==> config.mk <==
export PLATFORM = sky130hd
export DESIGN_NAME = change_monitor_flat
export DESIGN_NICKNAME = d
export VERILOG_FILES = /design/src/rtl/change_monitor_if.sv /design/src/rtl/change_monitor.sv /design/src/flat_wrapper.sv
export SDC_FILE = /design/constraint.sdc
export NUM_CORES = 1
export LEC_CHECK = 0
export ABC_AREA = 0
export CELL_PAD_IN_SITES_DETAIL_PLACEMENT = 0
export CELL_PAD_IN_SITES_GLOBAL_PLACEMENT = 1
export CORE_ASPECT_RATIO = 1.1
export CORE_UTILIZATION = 35
export DETAILED_ROUTE_END_ITERATION = 6
export HOLD_SLACK_MARGIN = 0.1
export PLACE_DENSITY_LB_ADDON = 0.1
export REMOVE_ABC_BUFFERS = 1
export SYNTH_ARGS = -nofsm -noshare
export SYNTH_HDL_FRONTEND = slang
export SYNTH_SLANG_ARGS = --single-unit
==> constraint.sdc <==
create_clock -name clk -period 2.3 [get_ports clk]
set_input_delay 0.46 -clock clk [delete_from_list [all_inputs] [get_ports clk]]
set_output_delay 0.46 -clock clk [all_outputs]
set_load 0.01 [all_outputs]
==> src/rtl/change_monitor_if.sv <==
`timescale 1ns/1ps
`default_nettype none
// +----------------------------------------------------------------------------+
// | change_monitor_if: sample/config/status bundle for change_monitor          |
// | Rev 1.0                                                                    |
// +----------------------------------------------------------------------------+
interface change_monitor_if #(
    parameter int N_CH  = 4,
    parameter int DW    = 8,
    parameter int CNT_W = 8
);
    localparam int SEL_W = (N_CH > 1) ? $clog2(N_CH) : 1;

    logic                 en;
    logic [2*N_CH-1:0]    mode;
    logic [N_CH*DW-1:0]   din;
    logic                 clr;
    logic [SEL_W-1:0]     cnt_sel;
    logic [N_CH-1:0]      chg;
    logic [N_CH-1:0]      viol;
    logic                 irq;
    logic [CNT_W-1:0]     cnt_out;

    modport master (
        output en, mode, din, clr, cnt_sel,
        input  chg, viol, irq, cnt_out
    );

    modport slave (
        input  en, mode, din, clr, cnt_sel,
        output chg, viol, irq, cnt_out
    );
endinterface
`default_nettype wire

==> src/rtl/change_monitor.sv <==
`timescale 1ns/1ps
`default_nettype none
// +----------------------------------------------------------------------------+
// | change_monitor: per-channel change detect, max-hold and min-stable checks  |
// | with saturating change counters, sticky violations and an interrupt.       |
// | Rev 1.0                                                                    |
// +----------------------------------------------------------------------------+
module change_monitor #(
    parameter int N_CH       = 4,
    parameter int DW         = 8,
    parameter int CNT_W      = 8,
    parameter int HOLD_MAX   = 10,
    parameter int MIN_STABLE = 3
) (
    input  logic             clk,
    input  logic             rst_n,
    change_monitor_if.slave  bus
);
    localparam logic [1:0]       C_MODE_OFF   = 2'b00;
    localparam logic [1:0]       C_MODE_HOLD  = 2'b10;
    localparam logic [1:0]       C_MODE_MIN   = 2'b11;
    localparam logic [CNT_W-1:0] C_CNT_MAX    = {CNT_W{1'b1}};
    localparam logic [CNT_W-1:0] C_HOLD_LAST  = CNT_W'(HOLD_MAX - 1);
    localparam logic [CNT_W-1:0] C_MIN_STABLE = CNT_W'(MIN_STABLE);

    logic [N_CH-1:0]  r_chg_vec;
    logic [N_CH-1:0]  r_viol_vec;
    logic [N_CH-1:0]  w_viol_nxt_vec;
    logic [CNT_W-1:0] w_cnt_arr [N_CH];
    logic             r_irq;
    logic [CNT_W-1:0] w_cnt_out;

    for (genvar gi = 0; gi < N_CH; gi++) begin : g_ch
        logic [DW-1:0]    w_din;
        logic [1:0]       w_mode;
        logic [DW-1:0]    r_prev,  w_prev_nxt;
        logic             r_valid, w_valid_nxt;
        logic [1:0]       r_mode,  w_mode_nxt;
        logic [CNT_W-1:0] r_stab,  w_stab_nxt;
        logic [CNT_W-1:0] r_cnt,   w_cnt_nxt;
        logic             r_viol,  w_viol_nxt;
        logic             r_chg,   w_chg_nxt;
        logic             w_viol_evt;

        assign w_din  = bus.din[DW*gi +: DW];
        assign w_mode = bus.mode[2*gi +: 2];

        always_comb begin
            w_prev_nxt  = r_prev;
            w_valid_nxt = r_valid;
            w_mode_nxt  = r_mode;
            w_stab_nxt  = r_stab;
            w_cnt_nxt   = r_cnt;
            w_chg_nxt   = 1'b0;
            w_viol_evt  = 1'b0;

            if (bus.en) begin
                w_mode_nxt = w_mode;
                if (w_mode == C_MODE_OFF) begin
                    w_valid_nxt = 1'b0;
                    w_stab_nxt  = '0;
                end else if (!r_valid || (w_mode != r_mode)) begin
                    // First sample of a run only establishes the reference.
                    w_prev_nxt  = w_din;
                    w_valid_nxt = 1'b1;
                    w_stab_nxt  = '0;
                end else if (w_din != r_prev) begin
                    w_prev_nxt = w_din;
                    w_stab_nxt = '0;
                    w_chg_nxt  = 1'b1;
                    w_cnt_nxt  = (r_cnt == C_CNT_MAX) ? r_cnt : r_cnt + 1'b1;
                    w_viol_evt = (w_mode == C_MODE_MIN) && (r_stab < C_MIN_STABLE);
                end else begin
                    w_stab_nxt = (r_stab == C_CNT_MAX) ? r_stab : r_stab + 1'b1;
                    // Stab passes through HOLD_MAX-1 once per run, so this fires once.
                    w_viol_evt = (w_mode == C_MODE_HOLD) && (r_stab == C_HOLD_LAST);
                end
            end

            w_viol_nxt = r_viol | w_viol_evt;

            // An event coincident with clr survives the clear.
            if (bus.clr) begin
                w_cnt_nxt   = w_chg_nxt ? CNT_W'(1) : '0;
                w_viol_nxt  = w_viol_evt;
                w_valid_nxt = 1'b0;
                w_stab_nxt  = '0;
            end
        end

        always_ff @(posedge clk or negedge rst_n) begin
            if (!rst_n) begin
                r_prev  <= '0;
                r_valid <= 1'b0;
                r_mode  <= C_MODE_OFF;
                r_stab  <= '0;
                r_cnt   <= '0;
                r_viol  <= 1'b0;
                r_chg   <= 1'b0;
            end else begin
                r_prev  <= w_prev_nxt;
                r_valid <= w_valid_nxt;
                r_mode  <= w_mode_nxt;
                r_stab  <= w_stab_nxt;
                r_cnt   <= w_cnt_nxt;
                r_viol  <= w_viol_nxt;
                r_chg   <= w_chg_nxt;
            end
        end

        assign r_chg_vec[gi]      = r_chg;
        assign r_viol_vec[gi]     = r_viol;
        assign w_viol_nxt_vec[gi] = w_viol_nxt;
        assign w_cnt_arr[gi]      = r_cnt;
    end

    always_ff @(posedge clk or negedge rst_n) begin
        if (!rst_n) begin
            r_irq <= 1'b0;
        end else begin
            r_irq <= |w_viol_nxt_vec;
        end
    end

    always_comb begin
        w_cnt_out = '0;
        if (32'(bus.cnt_sel) < N_CH) begin
            w_cnt_out = w_cnt_arr[bus.cnt_sel];
        end
    end

    assign bus.chg     = r_chg_vec;
    assign bus.viol    = r_viol_vec;
    assign bus.irq     = r_irq;
    assign bus.cnt_out = w_cnt_out;

endmodule
`default_nettype wire

==> src/flat_wrapper.sv <==
// flat-port wrapper written by rule: the top's interface ports become plain ports
module change_monitor_flat 
#(
    parameter int N_CH       = 4,
    parameter int DW         = 8,
    parameter int CNT_W      = 8,
    parameter int HOLD_MAX   = 10,
    parameter int MIN_STABLE = 3
)
  (clk, rst_n, bus_en, bus_mode, bus_din, bus_clr, bus_cnt_sel, bus_chg, bus_viol, bus_irq, bus_cnt_out);
  change_monitor_if #(.N_CH(N_CH), .DW(DW), .CNT_W(CNT_W)) bus_i ();
  input  logic clk;
  input  logic rst_n;
  input wire logic [$bits(bus_i.en)-1:0] bus_en;
  input wire logic [$bits(bus_i.mode)-1:0] bus_mode;
  input wire logic [$bits(bus_i.din)-1:0] bus_din;
  input wire logic [$bits(bus_i.clr)-1:0] bus_clr;
  input wire logic [$bits(bus_i.cnt_sel)-1:0] bus_cnt_sel;
  output wire logic [$bits(bus_i.chg)-1:0] bus_chg;
  output wire logic [$bits(bus_i.viol)-1:0] bus_viol;
  output wire logic [$bits(bus_i.irq)-1:0] bus_irq;
  output wire logic [$bits(bus_i.cnt_out)-1:0] bus_cnt_out;
  assign bus_i.en = bus_en;
  assign bus_i.mode = bus_mode;
  assign bus_i.din = bus_din;
  assign bus_i.clr = bus_clr;
  assign bus_i.cnt_sel = bus_cnt_sel;
  assign bus_chg = bus_i.chg;
  assign bus_viol = bus_i.viol;
  assign bus_irq = bus_i.irq;
  assign bus_cnt_out = bus_i.cnt_out;
  change_monitor #(.N_CH(N_CH), .DW(DW), .CNT_W(CNT_W), .HOLD_MAX(HOLD_MAX), .MIN_STABLE(MIN_STABLE)) u_core (.clk(clk), .rst_n(rst_n), .bus(bus_i));
endmodule
# Word-level counts from Yosys, hierarchy flattened
# Index checks and enable logic that the tools add are counted.
[totals]
register_bits = 117
wordCells = 260
in_bits = 46
output_inout_bits = 17
[op_classes]
order_cmp = 5
add_sub_neg = 8
n_bitwise = 9
muxes = 115
eq_ne = 44
reduce_logical = 50
[ops]
columns = ["cell", "count"]
rows = [
  ["$mux 8", 58],
  ["$add 8x1->8 const B", 8],
  ["$eq 8x8->1 const B", 8],
  ["$mux 1", 56],
  ["$eq 8x4->1 const B", 4],
  ["$lt 8x2->1 const B", 4],
  ["$ne 8x8->1", 4],
  ["$ne 2x2->1 const B", 12],
  ["$ne 5x2->1 const B", 4],
  ["$reduce_and 5->1", 4],
  ["$reduce_bool 2->1", 9],
  ["$bmux 8 s2", 1],
  ["$eq 2x2->1 const B", 8],
  ["$reduce_and 2->1", 8],
  ["$reduce_and 3->1", 4],
  ["$reduce_bool 3->1", 4],
  ["$logic_and 1x1->1", 8],
  ["$logic_not 2->1", 4],
  ["$ne 2x2->1", 4],
  ["$logic_not 1->1", 4],
  ["$logic_or 1x1->1", 4],
  ["$not 1->1", 4],
  ["$or 1x1->1", 4],
  ["$reduce_or 4->1", 1],
  ["other kinds (2)", 2],
]

# Longest topological paths before layout
[depth]
depth_word = 9
ltp_mapped = 8
ltp_nobuf = 7

# Worst setup path before layout
# No wires, ideal clock.
[synth_timing]
kind = "input port to flip-flop"
startpoint = "in bus_mode[7]"
endpoint = "reg u_core.g_ch[3].r_cnt[5]"
path_buffers = 1
arrival_ns = 1.943
required_time_ns = 2.175
path_slack_ns = 0.232
setup_ns = 0.125
path_stages = 6
path_cell_list = "nor4bb_1 a31o_1 o2111ai_2 clkbuf_1 nor4b_1 mux2_2"
[synth_via]
elab_chain_len = 4
elab_cells_between_ends = 6
classes_between = "eq/ne: 3; reduce/logical: 3"
[synth_lines]
columns = ["item", "line", "rtl"]
rows = [
  ["start: declaration", "flat_wrapper.sv:15", "input wire logic [$bits(bus_i.mode)-1:0] bus_mode;"],
  ["$ne 2x2->1", "change_monitor.sv:62", "end else if (!r_valid || (w_mode != r_mode)) begin"],
  ["$logic_or 1x1->1", "change_monitor.sv:62", ""],
  ["$ne 2x2->1 (no line)", "-", ""],
  ["$reduce_and 5->1 (no line) *", "-", ""],
  ["end signal: assignment", "change_monitor.sv:105", "r_cnt <= w_cnt_nxt;"],
  ["end: declaration", "change_monitor.sv:40", "logic [CNT_W-1:0] r_cnt, w_cnt_nxt;"],
]
# Every way passes the cells marked *; elsewhere a longest branch is shown, timed or not.
# A chain may end at the register's enable or synchronous reset.

# Worst setup path after layout
[layout_timing]
startpoint = "in bus_mode[7]"
endpoint = "reg u_core.r_irq (netlist: u_core.bus.irq)"
[layout_via]
elab_chain_len = 9
elab_cells_between_ends = 14
classes_between = "eq/ne: 3; mux: 5; bitwise: 1; reduce/logical: 5"
[layout_lines]
columns = ["item", "line", "rtl"]
rows = [
  ["$eq 2x2->1 (on tied branches)", "change_monitor.sv:76, change_monitor.sv:72", ""],
  ["$logic_and 1x1->1 (on tied branches)", "change_monitor.sv:76, change_monitor.sv:72", ""],
  ["$mux 1", "change_monitor.sv:67", "end else if (w_din != r_prev) begin"],
  ["$mux 1", "change_monitor.sv:62", ""],
  ["$mux 1 *", "change_monitor.sv:59", "if (w_mode == C_MODE_OFF) begin"],
  ["$mux 1 *", "change_monitor.sv:57", "if (bus.en) begin"],
  ["$or 1x1->1", "change_monitor.sv:80", "w_viol_nxt = r_viol | w_viol_evt;"],
  ["$mux 1 *", "change_monitor.sv:83", "if (bus.clr) begin"],
  ["via u_core.g_ch[3].w_viol_nxt", "change_monitor.sv:41", "logic r_viol, w_viol_nxt;"],
  ["$reduce_or 4->1 *", "change_monitor.sv:121", "r_irq <= |w_viol_nxt_vec;"],
  ["end signal: assignment", "change_monitor.sv:121", ""],
  ["end: declaration", "change_monitor.sv:30", "logic r_irq;"],
]
# Mark *: on every way through the listed nets, which the timed path passes. The rest lies on a longest branch.

==> results.json <==
{
  "hold_class": "input pin to flip-flop",
  "reg2reg_to": "u_core.bus.irq",
  "fin_crit_ns": 2.18,
  "outcome": "finished clean",
  "clk_latency_ns": 0.41,
  "antenna_found_initial": 0,
  "ant_nets": 0,
  "cellPowerDensity_nw_per_um2": 671,
  "synth_top_family_by_area": "simple AND/OR/NAND/NOR gates",
  "synth_compound_gate_area_share": 0.140,
  "design.die.area_sq_um": 19300,
  "drive_above_1_share": 0.223,
  "cts_setup_buffers": 0,
  "drc": 0,
  "startpoint": "bus_mode[7]",
  "multi_input_area_sq_um": 3430,
  "synthCells": 625,
  "cts_tree": "yes",
  "yosys_register_bits": 117,
  "fp.coreArea_sq_um": 18300,
  "cts.sinks": 117,
  "ys_warn_count": 0,
  "path_clk_slew_ns": 0.05,
  "pre_cts_slack_ns": -0.435,
  "grt.total_usage": 0.178,
  "drtIter0Drc": 224,
  "io-pin-count": 63,
  "r2r-start": "u_core.g_ch[3].r_prev[5]",
  "rsz0062_at_grt": "false",
  "die_w_um": 132,
  "fin_nets": 800,
  "die_h_um": 145,
  "cp_data_arrival_time_ns": 2.53,
  "row_count": 52,
  "start_util": 0.357,
  "worstHoldPathCells": 2,
  "cts_inserted_buffers": 17,
  "cp-start-kind": "input pin",
  "r2r_slack_ns": 0.12,
  "clkPwrFrac": 0.499,
  "maxCapViolations": 0,
  "critical_path_class": "input pin to flip-flop",
  "grt_use_met2": 0.301,
  "syn-cell-area_sq_um": 6550,
  "cp_slowest_cell": "clkdlybuf4s50_1",
  "grt_pass1_wl_um": 27200,
  "globalRouteMet3Util": 0.0376,
  "critPathMaxStageDelay_ns": 0.56,
  "h-tree-depth": 4,
  "comb_power_share": 0.111,
  "vias": 5291,
  "routedWlPerCell_um": 16.0,
  "finalSetupViolCount": 0,
  "switchingPower_mw": 1.29,
  "worst_pin_slew_ns": 0.712,
  "synthFlopType": "dfrtp_1",
  "holdPathEnd": "u_core.g_ch[3].r_prev[4]",
  "period_share": 0.950,
  "whs_ns": 0.342,
  "overflow": 0,
  "tns_ns": 0,
  "synth_cell_types": 67,
  "cp.required_ns": 2.64,
  "seq_area_frac_synth": 0.447,
  "finalPower_mw": 5.75,
  "async_reset_ff_frac": 1.00,
  "dr.pass1.iters": 4,
  "reg2reg_depth": 7,
  "seq_area_sq_um": 2930,
  "finalHoldViolations": 0,
  "yosys.area_share.simple": 0.180,
  "leakage_nw": 3.67,
  "seq_power_share": 0.390,
  "slew-limit-headroom": 0.524,
  "dp_hpwl_um": 11800,
  "viasPerCell": 5.30,
  "ctsRootBufferMaster": "clkbuf_16",
  "cts_buffer_depth": 2,
  "path_max_fanout": 5,
  "cp_common_cell": "or4b_1",
  "synthMuxAreaShare": 0.114,
  "grt_pass1_vias": 5568,
  "ir_worst_vdd_mv": 0.544,
  "wl_um": 16000,
  "finClkSkew_ns": 0.0100,
  "swShare": 0.225,
  "min_from": "bus_din[28]",
  "grt_max_degree": 38,
  "synth-edff-count": 0,
  "post_dp_cell_area_sq_um": 7870,
  "area_growth_pct": 30.7,
  "diodes": 0,
  "slew_violations": 0,
  "fmax_mhz": 458,
  "synth_xor_area_frac": 0.0615,
  "internal-power_mw": 4.46,
  "avgSynthCellArea_sq_um": 10.5,
  "synth_fa_ha_area_frac": 0.0229,
  "busiest_layer": "met2",
  "nFillCells": 1803,
  "cp_cell_sequence": "clkdlybuf4s50_1, or4b_1, or4b_1, nor4_1, a221o_1, or4_1",
  "endpoint_kind": "flip-flop",
  "grt_use_met1": 0.218,
  "setup_ws_ns": 0.116,
  "place.gp.congestion": 0.786,
  "fin_area_sq_um": 8560,
  "io_buffers": 62
}
[layout by cell type, fill, tap and decap left out, types with 4 or more instances in the layout]
cell,instances
mux4_2,8
and2_1,4
dlymetal6s2s_1,9
inv_1,17
nand4_1,17
o311ai_0,4
and4_1,6
xor2_1,14
dlygate4sd2_1,9
and3_1,12
nor2b_1,7
a211o_1,4
mux2_2,46
dfrtp_1,117
nor2_1,38
nand2_1,33
buf_4,63
a41oi_1,6
nand3_1,30
clkbuf_16,17
clkinv_2,6
buf_12,4
o21ai_0,15
o31ai_1,10
or4_1,14
ha_1,12
a21oi_1,39
nor3_1,13
nand3b_1,5
clkdlybuf4s50_1,43
nor4_1,6
bufinv_16,5
xnor2_1,32
mux2i_1,5
o22ai_1,6
o41ai_1,8
[registers in the layout (all words and copies together) (netlist names)]
name,cells
u_core.g_ch.r_cnt,32
u_core.g_ch.r_chg,4
u_core.g_ch.r_viol,4
u_core.g_ch.r_mode,8
u_core.g_ch.r_valid,4
u_core.g_ch.r_prev,32
u_core.bus.irq,1
u_core.g_ch.r_stab,32
[per-stage QoR]
stage / std cells / utilization
2_1_floorplan: 593 / -
3_3_place_gp: 965 / 0.429
3_5_place_dp: 965 / 0.429
4_1_cts: 998 / 0.463
5_1_grt: 998 / 0.467
6_report: 998 / 0.467
[area by class of cell]
class	instances	share of cell area
clock buffers	21	0.0526
clock inverters	11	0.0210
multi-input cells	458	0.401
inverters	18	0.00818
repair buffers	130	0.140
flip-flops and latches	117	0.342
well taps	243	0.0355
[critical path, delay by kind of cell]
kind / cells / cell delay [ns]
AND/OR/NAND/NOR: 4 / 1.30
buffers and inverters: 1 / 0.56
AO/OA/AOI/OAI: 1 / 0.21
[cell families (layout without fill, tap and decap cells)]
kind of cell	Yosys count	in the layout
compound gates	132	132
xor+xnor	46	46
fa+ha+maj	12	12
buf+inv	50	180
flops	117	117
mux	59	59
simple gates	209	209
[synthesized netlist by cell type (5+ instances only)]
library cell	number	share of area
nand4_1	17	0.016
mux4_2	8	0.028
o22ai_1	6	0.0057
nor3_1	13	0.0099
a41oi_1	6	0.0080
and4_1	6	0.0080
xnor2_1	32	0.043
nor2_1	38	0.022
nand3b_1	5	0.0057
dfrtp_1	117	0.45
o21ai_0	15	0.011
xor2_1	14	0.019
nand2_1	33	0.019
clkbuf_1	17	0.0097
mux2i_1	5	0.0076
ha_1	12	0.023
nor2b_1	7	0.0067
nand3_1	30	0.023
a21oi_1	40	0.031
o31ai_1	10	0.011
mux2_2	46	0.079
or4_1	14	0.016
o41ai_1	8	0.011
inv_1	17	0.0097
nor4_1	6	0.0057
buf_4	8	0.0092
and3_1	12	0.011
[per-layer routing]
layer / share of wire / vias up
met4: 0.015 / 0
li1: - / 2594
met5: 0 / -
met1: 0.45 / 2604
met3: 0.026 / 16
met2: 0.51 / 77
[what timing repair did]
| action | 4_1_cts | 5_1_grt |
|---|---|---|
| resized for setup | 9 | 15 |
| hold buffers | 1 | 0 |
| setup endpoints to repair | 8 | 19 |
| hold endpoints to repair | 26 | 0 |
| pin swaps | 0 | 11 |
[worst max-delay path by stage]
stage                                     endpoint  slack, ns  cells past startpoint
final                               u_core.bus.irq       0.12                      6
after global routing       u_core.g_ch[1].r_cnt[7]      0.003                      8
after CTS                 u_core.g_ch[0].r_prev[7]       0.01                      7
after detailed placement  u_core.g_ch[0].r_prev[2]      -0.43                      7
after global placement              u_core.bus.irq      -0.37                      8
after floorplan            u_core.g_ch[0].r_cnt[4]      -0.33                      5
[power by group through the flow]
stage / clock network (mW) / registers (mW) / logic (mW)
2_1_floorplan: 0 / 2.26 / 0.307
3_3_place_gp: 0 / 2.27 / 0.625
3_5_place_dp: 0 / 2.28 / 0.640
4_1_cts: 2.95 / 2.24 / 0.642
5_1_grt: 3.05 / 2.26 / 0.705
6_report: 2.87 / 2.24 / 0.636
(Power assumes the default switching activity.)
